`src/rtl/genius_control.sv`:
```
// Genius (Simon) game sequencer: builds an LFSR colour sequence, plays it through the
// interval timer and checks the player's presses. Optional macro GENIUS_ECHO_EN echoes presses on LEDS.
module genius_control #(
    parameter int          SEQ_LEN   = 16,
    parameter logic [15:0] LFSR_SEED = 16'hACE1
) (
    input  logic                         CLKT,
    input  logic                         R,
    input  logic                         START,
    input  logic [3:0]                   BTN,
    input  logic                         end_time,
    output logic                         E_TIME,
    output logic                         R_TIME,
    output logic [3:0]                   LEDS,
    output logic [$clog2(SEQ_LEN+1)-1:0] ROUND,
    output logic                         WIN,
    output logic                         LOSE,
    output logic [2:0]                   state_dbg
);

    localparam int RW = $clog2(SEQ_LEN + 1);
    localparam int IW = $clog2(SEQ_LEN);

    typedef enum logic [2:0] {
        S_IDLE     = 3'd0,
        S_GEN      = 3'd1,
        S_SHOW_ON  = 3'd2,
        S_SHOW_OFF = 3'd3,
        S_WAIT_IN  = 3'd4,
        S_WIN      = 3'd5,
        S_LOSE     = 3'd6
    } state_t;

    state_t      state;
    logic [15:0] lfsr;
    logic [1:0]  seq [SEQ_LEN];
    logic [IW-1:0] gen_cnt;
    logic [IW-1:0] idx;

    function automatic logic [3:0] onehot(input logic [1:0] c);
        return 4'b0001 << c;
    endfunction

    logic [IW-1:0] idx_inc;
    logic [3:0]    cur_color;
    logic [3:0]    next_color;
    logic [3:0]    first_color;
    logic          last_step;
    logic          last_round;
    logic          expiry;
    logic          press;
    logic          press_ok;
    logic [3:0]    echo;

    assign idx_inc     = idx + IW'(1);
    assign cur_color   = onehot(seq[idx]);
    assign next_color  = onehot(seq[idx_inc]);
    assign first_color = onehot(seq[0]);
    assign last_step   = (RW'(idx) + RW'(1)) == ROUND;
    assign last_round  = ROUND == RW'(SEQ_LEN);
    // The timer is being cleared while R_TIME is high, so any expiry seen then is stale.
    assign expiry      = end_time && !R_TIME;
    assign press       = |BTN;
    assign press_ok    = BTN == cur_color;
    assign state_dbg   = state;

`ifdef GENIUS_ECHO_EN
    assign echo = BTN;
`else
    assign echo = 4'b0000;
`endif

    always_ff @(posedge CLKT or negedge R) begin
        if (!R) begin
            lfsr <= LFSR_SEED;
        end else begin
            lfsr <= {lfsr[14:0], lfsr[15] ^ lfsr[13] ^ lfsr[12] ^ lfsr[10]};
        end
    end

    // Sequence store needs no reset: GEN rewrites every entry before it is read.
    always_ff @(posedge CLKT) begin
        if (state == S_GEN) begin
            seq[gen_cnt] <= lfsr[1:0];
        end
    end

    always_ff @(posedge CLKT or negedge R) begin
        if (!R) begin
            state   <= S_IDLE;
            gen_cnt <= '0;
            idx     <= '0;
            ROUND   <= '0;
            LEDS    <= 4'b0000;
            WIN     <= 1'b0;
            LOSE    <= 1'b0;
            E_TIME  <= 1'b0;
            R_TIME  <= 1'b0;
        end else begin
            R_TIME <= 1'b0;
            case (state)
                S_IDLE: begin
                    if (START) begin
                        state   <= S_GEN;
                        gen_cnt <= '0;
                    end
                end
                S_GEN: begin
                    gen_cnt <= gen_cnt + IW'(1);
                    if (gen_cnt == IW'(SEQ_LEN - 1)) begin
                        state  <= S_SHOW_ON;
                        idx    <= '0;
                        ROUND  <= RW'(1);
                        LEDS   <= first_color;
                        E_TIME <= 1'b1;
                        R_TIME <= 1'b1;
                    end
                end
                S_SHOW_ON: begin
                    if (expiry) begin
                        state  <= S_SHOW_OFF;
                        LEDS   <= 4'b0000;
                        R_TIME <= 1'b1;
                    end
                end
                S_SHOW_OFF: begin
                    if (expiry) begin
                        R_TIME <= 1'b1;
                        if (last_step) begin
                            idx   <= '0;
                            state <= S_WAIT_IN;
                        end else begin
                            idx   <= idx_inc;
                            state <= S_SHOW_ON;
                            LEDS  <= next_color;
                        end
                    end
                end
                S_WAIT_IN: begin
                    LEDS <= echo;
                    if (press) begin
                        if (press_ok) begin
                            R_TIME <= 1'b1;
                            if (last_step) begin
                                idx <= '0;
                                if (last_round) begin
                                    state  <= S_WIN;
                                    WIN    <= 1'b1;
                                    E_TIME <= 1'b0;
                                end else begin
                                    // Replay display wins over the echo on a round change.
                                    ROUND <= ROUND + RW'(1);
                                    state <= S_SHOW_ON;
                                    LEDS  <= first_color;
                                end
                            end else begin
                                idx <= idx_inc;
                            end
                        end else begin
                            state  <= S_LOSE;
                            LOSE   <= 1'b1;
                            E_TIME <= 1'b0;
                        end
                    end else if (expiry) begin
                        state  <= S_LOSE;
                        LOSE   <= 1'b1;
                        E_TIME <= 1'b0;
                    end
                end
                S_WIN, S_LOSE: begin
                    LEDS <= 4'b0000;
                    if (START) begin
                        state   <= S_GEN;
                        gen_cnt <= '0;
                        ROUND   <= '0;
                        WIN     <= 1'b0;
                        LOSE    <= 1'b0;
                    end
                end
                default: begin
                    state <= S_IDLE;
                end
            endcase
        end
    end

endmodule
```
`config.mk`:
```
export PLATFORM = sky130hd
export DESIGN_NAME = genius_control
export DESIGN_NICKNAME = d
export VERILOG_FILES = /design/src/rtl/genius_control.sv
export SDC_FILE = /design/constraint.sdc
export NUM_CORES = 1
export LEC_CHECK = 0
export BUFFER_PORTS_ARGS = -buffer_cell sky130_fd_sc_hd__buf_2
export CORE_UTILIZATION = 50
export CTS_CLUSTER_SIZE = 16
export DETAILED_ROUTE_END_ITERATION = 7
export GPL_TIMING_DRIVEN = 0
export PLACE_DENSITY = 0.79
export SLEW_MARGIN = 0
export SYNTH_ARGS = -nofsm -noshare
export SYNTH_HDL_FRONTEND = slang
export SYNTH_SLANG_ARGS = --single-unit
```
`constraint.sdc`:
```
create_clock -name CLKT -period 3.7 [get_ports CLKT]
set_clock_uncertainty 0.2 [all_clocks]
set_input_delay 0.37 -clock CLKT [delete_from_list [all_inputs] [get_ports CLKT]]
set_output_delay 0.37 -clock CLKT [all_outputs]
set_load 0.02 [all_outputs]
```
# Word-level counts from Yosys, hierarchy flattened

Memories as Yosys holds them, arrays and structs flattened.
Index checks and enable logic that the tools add are counted.

Register bits after elaboration: 40
Latch bits: 0
Bits in writable memories: 32
ROM bits: 0
Bits of input ports: 8
Logic and storage cells: 126
Memories: 1

Memories:

| name | words | bits a word | rd ports | clocked after Yosys merged registers in | wr ports | line | RTL |
|---|---|---|---|---|---|---|---|
| seq  | 16    | 2           | 3        | 0                                       | 1        | 36   | `logic [1:0] seq [SEQ_LEN];` |

Add/subtract/negate cells: 4
Multiply operators: 0
Div/mod/pow operators: 0
$lt $le $gt $ge: 0
Equal/unequal tests: 25
Shift-type cells: 3
Multiplexer cells: 59
Bitwise gates (word level): 3
Reductions and logical operators: 21

Operators with widths:

| operator            | number |
|---|---|
| $mux 4              | 14 |
| $mux 3              | 10 |
| $mux 5              | 6 |
| $mux 1              | 20 |
| $pmux 4 s5          | 1 |
| $ne 2x2->1 const B  | 9 |
| $pmux 3 s5          | 1 |
| $pmux 5 s3          | 1 |
| $reduce_and 5->1    | 3 |
| $pmux 4 s3          | 1 |
| $reduce_and 6->1    | 2 |
| $shl 1x2->4 const A | 3 |
| $eq 3x3->1 const B  | 3 |
| $add 4x1->4 const B | 2 |
| $ne 4x4->1 const B  | 2 |
| $pmux 4 s2          | 1 |
| $reduce_and 7->1    | 1 |
| $eq 3x2->1 const B  | 2 |
| $ne 3x3->1 const B  | 2 |
| $pmux 1 s2          | 3 |
| $reduce_bool 2->1   | 3 |
| $reduce_bool 3->1   | 2 |
| $add 4x1->5 const B | 1 |
| $add 5x1->5 const B | 1 |
| other kinds (17)    | 21 |

# Longest topological paths before layout

Gate-level depths: netlist of the first run.
An unclocked memory read counts as a cell.

Depth in word-level cells: 7
Gate-level depth with buffers: 9
Gate-level depth less buffers: 8

# Worst setup path after synthesis of the first run

No wires, ideal clock.

Path type: register -> register
From: reg idx[1]
To: reg LEDS[3]
Library setup time: 0.079 ns
Data arrival time: 2.692 ns
Required time: 3.421 ns
Path slack: 0.729 ns
Stages on the path, launching flop included: 9
Buffers on the path: 1
Cell sequence: dfrtp_1 > buf_6 > mux4_1 > mux4_2 > mux2i_1 > a2111o_1 > a2111oi_4 > o211ai_1 > a2bb2oi_1

Longest elaborated chain between the ends: 6
Elaborated cells on any way between the ends: 15

RTL lines:

| what                                       | line     | RTL |
|---|---|---|
| start, declared                            | 38       | `logic [IW-1:0] idx;` |
| start signal, assigned                     | 133      | `idx <= idx_inc;` |
| start signal, assigned                     | 157      | `idx <= idx_inc;` |
| $add 4x1->4, or another cell as far along  | 55       | `assign idx_inc = idx + IW'(1);` |
| $mem_v2 16x2, or another cell as far along | --       |  |
| $shl 1x2->4, or another cell as far along  | 41       | `return 4'b0001 << c;` |
| $mux 4, on equally long branches           | 129, 142 |  |
| $mux 4, on equally long branches           | 127, 141 |  |
| $pmux 4 s5                                 | 101      | `case (state)` |
| end signal, assigned                       | 114      | `LEDS <= first_color;` |
| end signal, assigned                       | 135      | `LEDS <= next_color;` |
| end signal, assigned                       | 140      | `LEDS <= echo;` |
| end, declared                              | 14       | `output logic [3:0] LEDS,` |

Parallel ways exist; a longest one is shown, timed or not. The select of a mux whose other input is x is not followed.
A chain may end at the register's enable or synchronous reset.

# Final worst setup path of the first run

Same ends and word-level chain as after synthesis.

==> results.md, run 1 <==
- Sw Ratio: 41.00%
- Largest net degree at the start of global routing: 41
- ANT cells: 0
- CTS tree: done
- Syn Std Cell Area: 0.003841 mm²
- Routed wl met2: 3.886 mm
- NetSw: 1168 µW
- CTS sink cnt: 72
- Synth area leaders: edfxtp_1 25%, dfrtp_1 21%, dfstp_2 5.5%, mux4_2 5.3%, mux4_1 4.1%
- Die Width: 89.65 µm
- Starting Density: 52.40%
- Cell internal pwr: 1681 µW
- GRT Util Overall: 22.09%
- Hold WC Path Type: reg -> reg
- Post-synth net total: 337
- Fin Setup TNS: 0 ns
- Clock network power share: 20.4%
- Antenna-violating nets left: 0
- PD cells: 667.9 mW/mm²
- Core ar.: 0.007331 mm²
- Seq/Total Area, Yosys: 51.34%
- H-Tree Depth: 3
- Status: completed
- Die Height: 89.65 µm
- Distinct cells, synth: 59
- Fmax achieved: 0.2962 GHz
- Vias in the first global route: 2604
- Relative slew slack: 39.65%
- Total number of vias: 2804
- Number of synthesized register bits: 72
- Static Leak: 0.001718 µW
- Vias per Instance: 6.109
- Final setup vio count: 0
- First-pass GRT wire length: 12.97 mm
- Clock-pin transition on the worst setup and hold timing paths: 0.08 ns
- Post-Synthesis Cells: 322
- Tcrit/Tclk final: 91.25%
- Synth top area share: 25.02%
- Post-synth EDFFs: 32
- Crit path kind: reg -> reg
- Total of max-cap violations: 0
- Max Root-Sink Buffers: 2
- Area of the multi-input gates: 0.001752 mm²
- Area Growth Syn to Fin: 11.07%
- Post-synth ARST share: 55.56%
- Met3 WL: 517 µm
- WP data arrival: 3.44 ns
- DRT Wirelength: 8.159 mm
- Total CTS buffers: 9
- Main synth FF type: edfxtp_1
- Comb pwr share: 45.1%
- Storage cell area: 0.001972 mm²
- RSZ-0062 raised after global routing: false
- Syn Area/Cell: 11.93 µm²
- Ports: 24
- Flop pwr share: 34.5%
- Placed cell count: 443
- Worst Max-Slew Pin Slew: 0.9052 ns
- Total grt overflow: 0
- Count of final hold-check violations: 0
- GPL Wtd Cong: 0.9000
- Fraction of layout cells with a size suffix above 1: 18.06%
- Buffers on Ports: 22
- Req. time, crit path: 3.77 ns
- Hpwl dp: 6.068 mm
- Die Area: 0.008037 mm²
- Final std cells w/o fill: 459
- Final cell utilization of the core: 58.20%
- Minimum hold slack: 0.1543 ns
- Tmin final: 3.376 ns
- DRT iter0 DRCs: 213
- Crit-path max FO: 10
- Cell taking the most area after synthesis: edfxtp_1
- Later-pin clock latency in the skew report: 0.35 ns
- Setup slack at placement: 0.3404 ns
- Row count: 31
- Startpoint Class: flop
- Peak VDD IR: 263.2 µV
- Final net count: 370
- Yosys warnings: 0
- Most common library cells after synthesis: 32 x dfrtp_1, 32 x edfxtp_1, 22 x o21ai_0, 20 x nor2_1, 16 x nand2_1
- M1 WL: 3.574 mm
- Pre-antenna DRT Iters: 5
- Setup WS post-layout: 0.3236 ns
- Crit end category: flop
- Slew Viols, Final: 0
- DR top layer: met4
- Final-layout fill cell count: 585
- CTS root buffer: clkbuf_8
- Per-cell routed wire length: 17.78 µm
- Initial antenna violation count: 0
- DRC viols: 0
## what timing repair did
item	4_1_cts	5_1_grt
endpoints found under the hold margin	32	0
buffers inserted	0	0
endpoints found under the setup margin	0	2
resized for setup	0	0
hold buffers	1	0
## layer usage
layer	vias to the layer above	track usage [%]
li1	1291	-
met1	1374	30.65
met2	114	34.71
met3	25	3.565
met4	0	9.380
met5	-	0
## kinds of logic (layout without fill, tap and decap cells)
kind of cell	count (synthesis)	after routing	synth area share [%]
buffers and inverters	29	67	3.062
multiplexers	29	29	13.06
AO/OA/AOI/OAI	77	77	14.37
AND/OR/NAND/NOR	99	99	13.49
flip-flops	72	72	51.34
XOR/XNOR	9	9	2.410
adder cells (fa/ha/maj)	7	7	2.280
## worst max-delay path: stages, from the launching register on
cell and delay [ns]:
dfrtp_1 0.37, buf_6 0.16, mux4_1 0.58, mux4_2 0.53, mux2i_1 0.15, a2111o_1 0.42
a2111oi_4 0.51, o211ai_1 0.18, a2bb2oi_1 0.20
## flip-flops by register name (all words and copies together) (netlist names), 3 cells and up
| signal | count |
|---|---|
| LEDS | 4 |
| ROUND | 5 |
| gen_cnt | 4 |
| idx | 4 |
| lfsr | 16 |
| seq | 32 |
| state_dbg | 3 |
## placed cells by master, fill, tap and decap left out, drive strengths merged, types with 5 or more instances in the layout
cell and instances:
mux4 15, nor3 7, dfrtp 32, xnor2 5, edfxtp 32, ha 7
mux2i 13, and3 6, dfstp 8, a21o 5, buf 25, and2 10
nand2b 10, nand3 15, a221oi 5, clkbuf 22, o21ai 22, a21oi 12
nor2b 5, nor2 20, inv 16, nand2 16
## per-stage QoR
step	power (µW)	area [µm²]
final	2850	4267
after global routing	3038	4267
after CTS	2850	4270
after detailed placement	2268	4075
after global placement	2229	4075
after floorplan	1944	3841
## final timing paths
check	from	end	slack, ns	cells after the start
max in group asynchronous	R	LEDS[2]$_DFFE_PN0P_	2.25	2
worst min-delay path	lfsr[14]$_DFF_PN0_	lfsr[15]$_DFF_PN1_	0.15	0
min in group asynchronous	R	lfsr[8]$_DFF_PN0_	0.48	2
worst max-delay path	idx[1]$_DFFE_PN0P_	LEDS[3]$_DFFE_PN0P_	0.32	8
worst min register to register	lfsr[14]$_DFF_PN0_	lfsr[15]$_DFF_PN1_	0.15	0
worst max register to register	idx[1]$_DFFE_PN0P_	LEDS[3]$_DFFE_PN0P_	0.32	8
## power groups by stage
stage	clock network, µW	logic [µW]	registers, µW
2_1_floorplan	0	892	1050
3_3_place_gp	0	1230	994
3_5_place_dp	0	1270	999
4_1_cts	594	1270	983
5_1_grt	624	1420	997
6_report	582	1290	982
## cell type report
cell class / count / share of cell area, %
Sequential cell: 72 / 46.22
Multi-Input combinational cell: 221 / 41.06
Clock buffer: 10 / 3.226
Tap cell: 99 / 2.903
Timing Repair Buffer: 23 / 2.815
Buffer: 15 / 1.525
Inverter: 13 / 1.144
Clock inverter: 6 / 1.114
Power figures use the tool's default switching activity.
==> run 2, diff against run 1 <==
--- a/config.mk
+++ b/config.mk
@@ -6,6 +6,7 @@
 export NUM_CORES = 1
 export LEC_CHECK = 0
 export BUFFER_PORTS_ARGS = -buffer_cell sky130_fd_sc_hd__buf_2
+export CAP_MARGIN = 10
 export CORE_UTILIZATION = 50
 export CTS_CLUSTER_SIZE = 16
 export DETAILED_ROUTE_END_ITERATION = 7
==> constraint.sdc (replaced) <==
create_clock -name CLKT -period 3.7 [get_ports CLKT]
set_clock_uncertainty 0.2 [all_clocks]
set_input_delay 1.11 -clock CLKT [delete_from_list [all_inputs] [get_ports CLKT]]
set_output_delay 1.11 -clock CLKT [all_outputs]
set_load 0.02 [all_outputs]
==> run 2 against run 1 <==
Effect of this change:
- cell count decreased by 0.22%
- register-to-register slack about the same
- setup slack got worse by 0.0063 ns
- via count decreased by 0.46%
- sequential share of layout area increased by 0.11 points
- first-iteration DRC count decreased by 1.9%
- hold slack about the same
- die area unchanged
==> results.md, run 2 (synthesis gave the netlist of run 1 again) <==
- Total of max-cap violations: 0 (unchanged)
- Initial antenna violation count: 0 (unchanged)
- Static Leak: 0.001714 µW (was 0.001718 µW)
- Crit path kind: reg -> reg (unchanged)
- Req. time, crit path: 3.77 ns (about the same)
- Hold_sp: lfsr[14]$_DFF_PN0_ (unchanged)
- Final cell utilization of the core: 58.06% (was 58.20%)
- Commonest cells after routing, fill and taps aside: 32 x dfrtp_1, 32 x edfxtp_1, 23 x buf_2, 22 x o21ai_0, 20 x nor2_1 (unchanged)
- CTS tree: done (unchanged)
- Fmax achieved: 0.2956 GHz (was 0.2962 GHz)
- DRT Wirelength: 8.158 mm (was 8.159 mm)
- Hpwl dp: 6.068 mm (unchanged)
- RSZ-0062 raised after global routing: false (unchanged)
- Ports: 24 (unchanged)
- Crit end category: flop (unchanged)
- H-Tree Depth: 3 (unchanged)
- Startpoint Class: flop (unchanged)
- Placed cell count: 443 (unchanged)
- Most flops, register: seq (unchanged)
- Status: completed (unchanged)
- Die Height: 89.65 µm (unchanged)
- Die Width: 89.65 µm (unchanged)
- Total number of vias: 2791 (was 2804)
- Tcrit/Tclk final: 91.43% (was 91.25%)
- Clock-pin transition on the worst setup and hold timing paths: 0.08 ns (about the same)
- Slew Viols, Final: 0 (unchanged)
- Clock network power share: 20.4% (about the same)
- Final net count: 369 (was 370)
- Pre-antenna DRT Iters: 5 (unchanged)
- First-pass GRT wire length: 12.97 mm (unchanged)
- Setup WS post-layout: 0.3173 ns (was 0.3236 ns)
- Worst R2R Start: idx[1]$_DFFE_PN0P_ (unchanged)
- GPL Wtd Cong: 0.9000 (unchanged)
- Antenna-violating nets left: 0 (unchanged)
- Peak VDD IR: 263.3 µV (was 263.2 µV)
- Row count: 31 (unchanged)
- Max Root-Sink Buffers: 2 (unchanged)
- NetSw: 1171 µW (was 1168 µW)
- Relative slew slack: 39.85% (was 39.65%)
- Core ar.: 0.007331 mm² (unchanged)
- CTS root buffer: clkbuf_8 (unchanged)
- WP data arrival: 3.45 ns (was 3.44 ns)
- Worst Max-Slew Pin Slew: 0.9022 ns (was 0.9052 ns)
- Crit-path max FO: 10 (unchanged)
- Final std cells w/o fill: 458 (was 459)
- DRT iter0 DRCs: 209 (was 213)
- Cells on worst reg2reg path: 8 (unchanged)
- Flop pwr share: 34.4% (was 34.5%)
- Setup slack at placement: 0.3404 ns (unchanged)
- CTS Hold Bufs: 0 (was 1)
- Die Area: 0.008037 mm² (unchanged)
- Hold EP: lfsr[15]$_DFF_PN1_ (unchanged)
- Fraction of layout cells with a size suffix above 1: 18.11% (was 18.06%)
- Sw Ratio: 41.07% (was 41.00%)
- Comb pwr share: 45.1% (about the same)
- Hold WC Path Type: reg -> reg (unchanged)
- PD cells: 670.1 mW/mm² (was 667.9 mW/mm²)
- Area Growth Syn to Fin: 10.81% (was 11.07%)
- Starting Density: 52.40% (unchanged)
- Later-pin clock latency in the skew report: 0.35 ns (about the same)
- Total grt overflow: 0 (unchanged)
- Cell internal pwr: 1681 µW (about the same)
- Final-layout fill cell count: 588 (was 585)
- Tmin final: 3.383 ns (was 3.376 ns)
- Buffers on Ports: 22 (unchanged)
- Biggest regs: seq x32, lfsr x16, ROUND x5 (unchanged)
- DRC viols: 0 (unchanged)
- CTS resizes: 0 (unchanged)
- R2r setup slk: 0.32 ns (about the same)
- CTS sink cnt: 72 (unchanged)
- Total CTS buffers: 9 (unchanged)
- Hold depth: 0 (unchanged)
- Vias per Instance: 6.094 (was 6.109)
- RR Endpoint: LEDS[3]$_DFFE_PN0P_ (unchanged)
- ANT cells: 0 (unchanged)
- Fin Setup TNS: 0 ns (unchanged)
- GRT Util Overall: 22.09% (unchanged)
- Max reg flops: 32 (unchanged)
- Post-CTS setup buffer count: 0 (unchanged)
- Vias in the first global route: 2604 (unchanged)
- Count of final hold-check violations: 0 (unchanged)
- Per-cell routed wire length: 17.81 µm (was 17.78 µm)
- Largest net degree at the start of global routing: 41 (unchanged)
- Final setup vio count: 0 (unchanged)
## run 2: cell count changes in the layout (fill, tap and decap cells not counted), sizes merged
cell | previous run | this run
dlygate4sd3 | 1 | 0
## run 2: worst max-delay path by stage
| stage | cells after the start | start | endpoint | slack (ns) |
|---|---|---|---|---|
| finish | 8 | idx[1]$_DFFE_PN0P_ | LEDS[3]$_DFFE_PN0P_ | 0.32 |
| global route | 8 | idx[1]$_DFFE_PN0P_ | LEDS[0]$_DFFE_PN0P_ | 0.20 |
| CTS | 8 | idx[1]$_DFFE_PN0P_ | LEDS[3]$_DFFE_PN0P_ | 0.32 |
| detailed placement | 8 | idx[1]$_DFFE_PN0P_ | LEDS[3]$_DFFE_PN0P_ | 0.34 |
| global placement | 8 | idx[1]$_DFFE_PN0P_ | ROUND[1]$_DFFE_PN0P_ | 0.39 |
| floorplan | 8 | idx[1]$_DFFE_PN0P_ | LEDS[3]$_DFFE_PN0P_ | 0.73 |
## run 2: layer usage
metal  global-route usage (%)  wire length (µm)  up-vias
met1                    30.65              3615     1370
met2                    34.71              3908      107
met4                    9.380               169        0
li1                         -                 -     1290
met5                        0                 0        -
met3                    3.565               465       24
## run 2: cell type report
class                      count  area (µm²)  share of cell area [%]
buffer                        15       65.06                   1.529
clock buffer                  10       137.6                   3.233
clock inverter                 6       47.55                   1.117
inverter                      13       48.80                   1.146
multi-input combinational    221        1752                   41.15
sequential                    72        1972                   46.33
tap                           99       123.9                   2.910
timing repair buffer          22       110.1                   2.587
## run 2: power groups by stage
| stage | sequential (µW) | clock (µW) | combinational [µW] |
|---|---|---|---|
| after CTS | 983 | 594 | 1270 |
| final | 982 | 583 | 1290 |
| after detailed placement | 999 | 0 | 1270 |
| after floorplan | 1050 | 0 | 892 |
| after global placement | 994 | 0 | 1230 |
| after global routing | 997 | 624 | 1420 |
## run 2: through the flow
stage / hold slack [ns] / instance area (µm²) / total power [µW]
detailed placement: 0.1367 / 4075 / 2268
finish: 0.1543 / 4257 / 2852
CTS: 0.1559 / 4260 / 2849
global placement: 0.1355 / 4075 / 2229
floorplan: 0.1312 / 3841 / 1944
global route: 0.1605 / 4257 / 3037
## run 2: worst max-delay path: stages, from the launching register on
cell	delay (ns)
dfrtp_1	0.37
buf_6	0.16
mux4_1	0.58
mux4_2	0.53
mux2i_1	0.15
a2111o_1	0.42
a2111oi_4	0.51
o211ai_1	0.17
a2bb2oi_1	0.20
==> run 3, diff against run 2 <==
--- a/config.mk
+++ b/config.mk
@@ -5,6 +5,7 @@
 export SDC_FILE = /design/constraint.sdc
 export NUM_CORES = 1
 export LEC_CHECK = 0
+export ABC_AREA = 1
 export BUFFER_PORTS_ARGS = -buffer_cell sky130_fd_sc_hd__buf_2
 export CAP_MARGIN = 10
 export CORE_UTILIZATION = 50
==> run 3 against run 2 <==
Effect of this change:
- cell count up 33%
- sequential share of layout area down 1.8 points
- largest power group unchanged
- flip-flop and latch count unchanged
- routed wire length up 12%
- critical path depth up 5
- via count up 20%
- highest routed layer unchanged
- critical path type unchanged
- first-iteration DRC count up 61%
- global-route usage up 1.1 points
- core utilization down 0.71 points
- combinational power down 9%
==> results.md, run 3 <==
- Total of max-cap violations: 0 (unchanged)
- Post-synth net total: 484 (was 337)
- Post-synth EDFFs: 32 (unchanged)
- Syn Area/Cell: 8.500 µm² (was 11.93 µm²)
- Most frequent cell after synthesis: nand2_1
- Worst R2R Start: idx[0]$_DFFE_PN0P_ (was idx[1]$_DFFE_PN0P_)
- Max Root-Sink Buffers: 2 (unchanged)
- Die Height: 91.29 µm (was 89.65 µm)
- CTS resizes: 0 (unchanged)
- Static Leak: 0.002026 µW (was 0.001714 µW)
- Placed cell count: 594 (was 443)
- Storage cell area: 0.001972 mm² (unchanged)
- Largest net degree at the start of global routing: 41 (unchanged)
- Seq/Total Area, Yosys: 49.47% (was 51.34%)
- Fraction of layout cells with a size suffix above 1: 18.70% (was 18.11%)
- CTS Hold Bufs: 0 (unchanged)
- Syn Std Cell Area: 0.003986 mm² (was 0.003841 mm²)
- WP data arrival: 2.62 ns (was 3.45 ns)
- Per-cell routed wire length: 14.91 µm (was 17.81 µm)
- Max incr delay on CP: 0.44 ns (was 0.58 ns)
- Tcrit/Tclk final: 69.45% (was 91.43%)
- GPL Wtd Cong: 0.9750 (was 0.9000)
- Total grt overflow: 0 (unchanged)
- Tmin final: 2.570 ns (was 3.383 ns)
- Status: completed (unchanged)
- Fmax achieved: 0.3891 GHz (was 0.2956 GHz)
- PD cells: 643.4 mW/mm² (was 670.1 mW/mm²)
- Area Growth Syn to Fin: 11.17% (was 10.81%)
- Clock-pin transition on the worst setup and hold timing paths: 0.09 ns (was 0.08 ns)
- CTS tree: done (unchanged)
- Distinct cells, synth: 37 (was 59)
- Final cell utilization of the core: 57.35% (was 58.06%)
- Main synth FF type: edfxtp_1 (unchanged)
- Fin Setup TNS: 0 ns (unchanged)
- Commonest non-fill, non-tap cell in the layout: nand2_1
- Final-layout fill cell count: 683 (was 588)
- Count of final hold-check violations: 0 (unchanged)
- Most flops, register: seq (unchanged)
- DRT Wirelength: 9.097 mm (was 8.158 mm)
- Post-synth ARST share: 55.56% (unchanged)
- Crit-path most repeated cell: inv_2
- Yosys warnings: 0 (unchanged)
- Antenna-violating nets left: 0 (unchanged)
- Hold_sp: lfsr[8]$_DFF_PN0_ (was lfsr[14]$_DFF_PN0_)
- Worst Max-Slew Pin Slew: 0.8962 ns (was 0.9022 ns)
- Die Area: 0.008334 mm² (was 0.008037 mm²)
- Initial antenna violation count: 0 (unchanged)
- Crit path kind: reg -> reg (unchanged)
- Synth area leaders: edfxtp_1 24%, dfrtp_1 20%, nand2_1 11%, nor2_1 5.5%, dfstp_2 5.3% (was edfxtp_1 25%, dfrtp_1 21%, dfstp_2 5.5%, mux4_2 5.3%, mux4_1 4.1%)
- Peak VDD IR: 302.3 µV (was 263.3 µV)
- Total number of vias: 3349 (was 2791)
- Hpwl dp: 6.637 mm (was 6.068 mm)
- Total CTS buffers: 9 (unchanged)
- Final setup vio count: 0 (unchanged)
- Die Width: 91.29 µm (was 89.65 µm)
- Post-CTS setup buffer count: 0 (unchanged)
- Buffers on Ports: 23 (was 22)
- Slowest-stage cell, CP: dfrtp_1 (was mux4_1)
- GRT Util Overall: 23.19% (was 22.09%)
- Crit-path max FO: 9 (was 10)
- Post-Synthesis Cells: 469 (was 322)
- Commonest cells after routing, fill and taps aside: 119 x nand2_1, 58 x nor2_1, 42 x inv_1, 34 x nand3_1 (was 32 x dfrtp_1, 32 x edfxtp_1, 23 x buf_2, 22 x o21ai_0, 20 x nor2_1)
- Vias per Instance: 5.490 (was 6.094)
- DRT iter0 DRCs: 337 (was 209)
- Final net count: 518 (was 369)
- Req. time, crit path: 3.75 ns (was 3.77 ns)
- Critical Path Start: idx[0]$_DFFE_PN0P_ (was idx[1]$_DFFE_PN0P_)
- Most common library cells after synthesis: 119 x nand2_1, 58 x nor2_1, 42 x inv_1, 34 x nand3_1 (was 32 x dfrtp_1, 32 x edfxtp_1, 22 x o21ai_0, 20 x nor2_1, 16 x nand2_1)
- Startpoint Class: flop (unchanged)
- Vias in the first global route: 3087 (was 2604)
- Relative slew slack: 40.25% (was 39.85%)
- Synth top area share: 24.11% (was 25.02%)
- CTS sink cnt: 72 (unchanged)
- ANT cells: 0 (unchanged)
- Core ar.: 0.007727 mm² (was 0.007331 mm²)
- CP top delay family: simple AND/OR/NAND/NOR gates (was compound AO/OA/AOI/OAI gates)
- Crit end category: flop (unchanged)
- Final std cells w/o fill: 610 (was 458)
- RSZ-0062 raised after global routing: false (unchanged)
- Buf/Inv on CP: 2 (was 1)
- Biggest regs: seq x32, lfsr x16, ROUND x5 (unchanged)
- DRC viols: 0 (unchanged)
- Hold WC Path Type: reg -> reg (unchanged)
- Slew Viols, Final: 0 (unchanged)
- Area of the multi-input gates: 0.001732 mm² (was 0.001752 mm²)
- Number of synthesized register bits: 72 (unchanged)
- Row count: 32 (was 31)
- CTS root buffer: clkbuf_8 (unchanged)
- Max reg flops: 32 (unchanged)
- Starting Density: 51.59% (was 52.40%)
- Critical-path cell list: ha_1 > xnor2_2 > inv_2 > a21oi_1 > o21ai_1 > nor2_2 > nand2_2 > a21oi_2 > inv_2 > nor2_8 > nand2_4 > nand2_1 > o21ai_2 (was buf_6 > mux4_1 > mux4_2 > mux2i_1 > a2111o_1 > a2111oi_4 > o211ai_1 > a2bb2oi_1)
- Ports: 24 (unchanged)
- Later-pin clock latency in the skew report: 0.36 ns (was 0.35 ns)
- H-Tree Depth: 3 (unchanged)
- R2r setup slk: 1.13 ns (was 0.32 ns)
- First-pass GRT wire length: 14.79 mm (was 12.97 mm)
- Pre-antenna DRT Iters: 5 (unchanged)
- Cell taking the most area after synthesis: edfxtp_1 (unchanged)
## run 3: final timing paths
| path | cells after the start | to |
|---|---|---|
| worst min-delay path | 0 | lfsr[9]$_DFF_PN0_ |
| worst min register to register | 0 | lfsr[9]$_DFF_PN0_ |
| min in group asynchronous | 1 | idx[1]$_DFFE_PN0P_ |
| max in group asynchronous | 1 | lfsr[4]$_DFF_PN0_ |
| worst max register to register | 13 | ROUND[1]$_DFFE_PN0P_ |
| worst max-delay path | 13 | ROUND[1]$_DFFE_PN0P_ |
## run 3: final cells by class
type | count | area share (%)
timing repair buffer | 23 | 2.597
clock inverter | 6 | 1.214
buffer | 11 | 1.835
sequential | 72 | 44.49
tap | 102 | 2.880
multi-input combinational | 334 | 39.07
inverter | 52 | 4.545
clock buffer | 10 | 3.360
## run 3: logic make-up after synthesis
kind of cell	after synthesis	synth area share (%)
DFF	72	49.47
and+or+nand+nor	244	28.22
buffers and inverters	63	7.093
adders and majority gates	7	2.197
xor gates and xnor gates	10	2.574
AOI/OAI and AO/OA	73	10.45
## run 3: metrics by stage
stage / setup slack (ns) / area (µm²) / hold slack [ns] / total power, µW
floorplan: 1.352 / 3986 / 0.1312 / 1897
global placement: 1.080 / 4229 / 0.1352 / 2168
detailed placement: 1.069 / 4229 / 0.1387 / 2210
CTS: 1.132 / 4432 / 0.1577 / 2853
global route: 0.9295 / 4432 / 0.1643 / 3047
finish: 1.130 / 4432 / 0.1529 / 2851
## run 3: metal layers
metal  vias up  part of all wire, %  global-route usage, %
li1       1614                    -                      -
met1      1586                   43                  28.96
met2       138                   50                  39.84
met3        11                  6.0                  4.020
met4         0                  1.5                  9.524
met5         -                    0                      0
## run 3: report_power, final
group	switching, µW	internal, µW
clock network	344	299
logic	798	381
registers	94.2	935
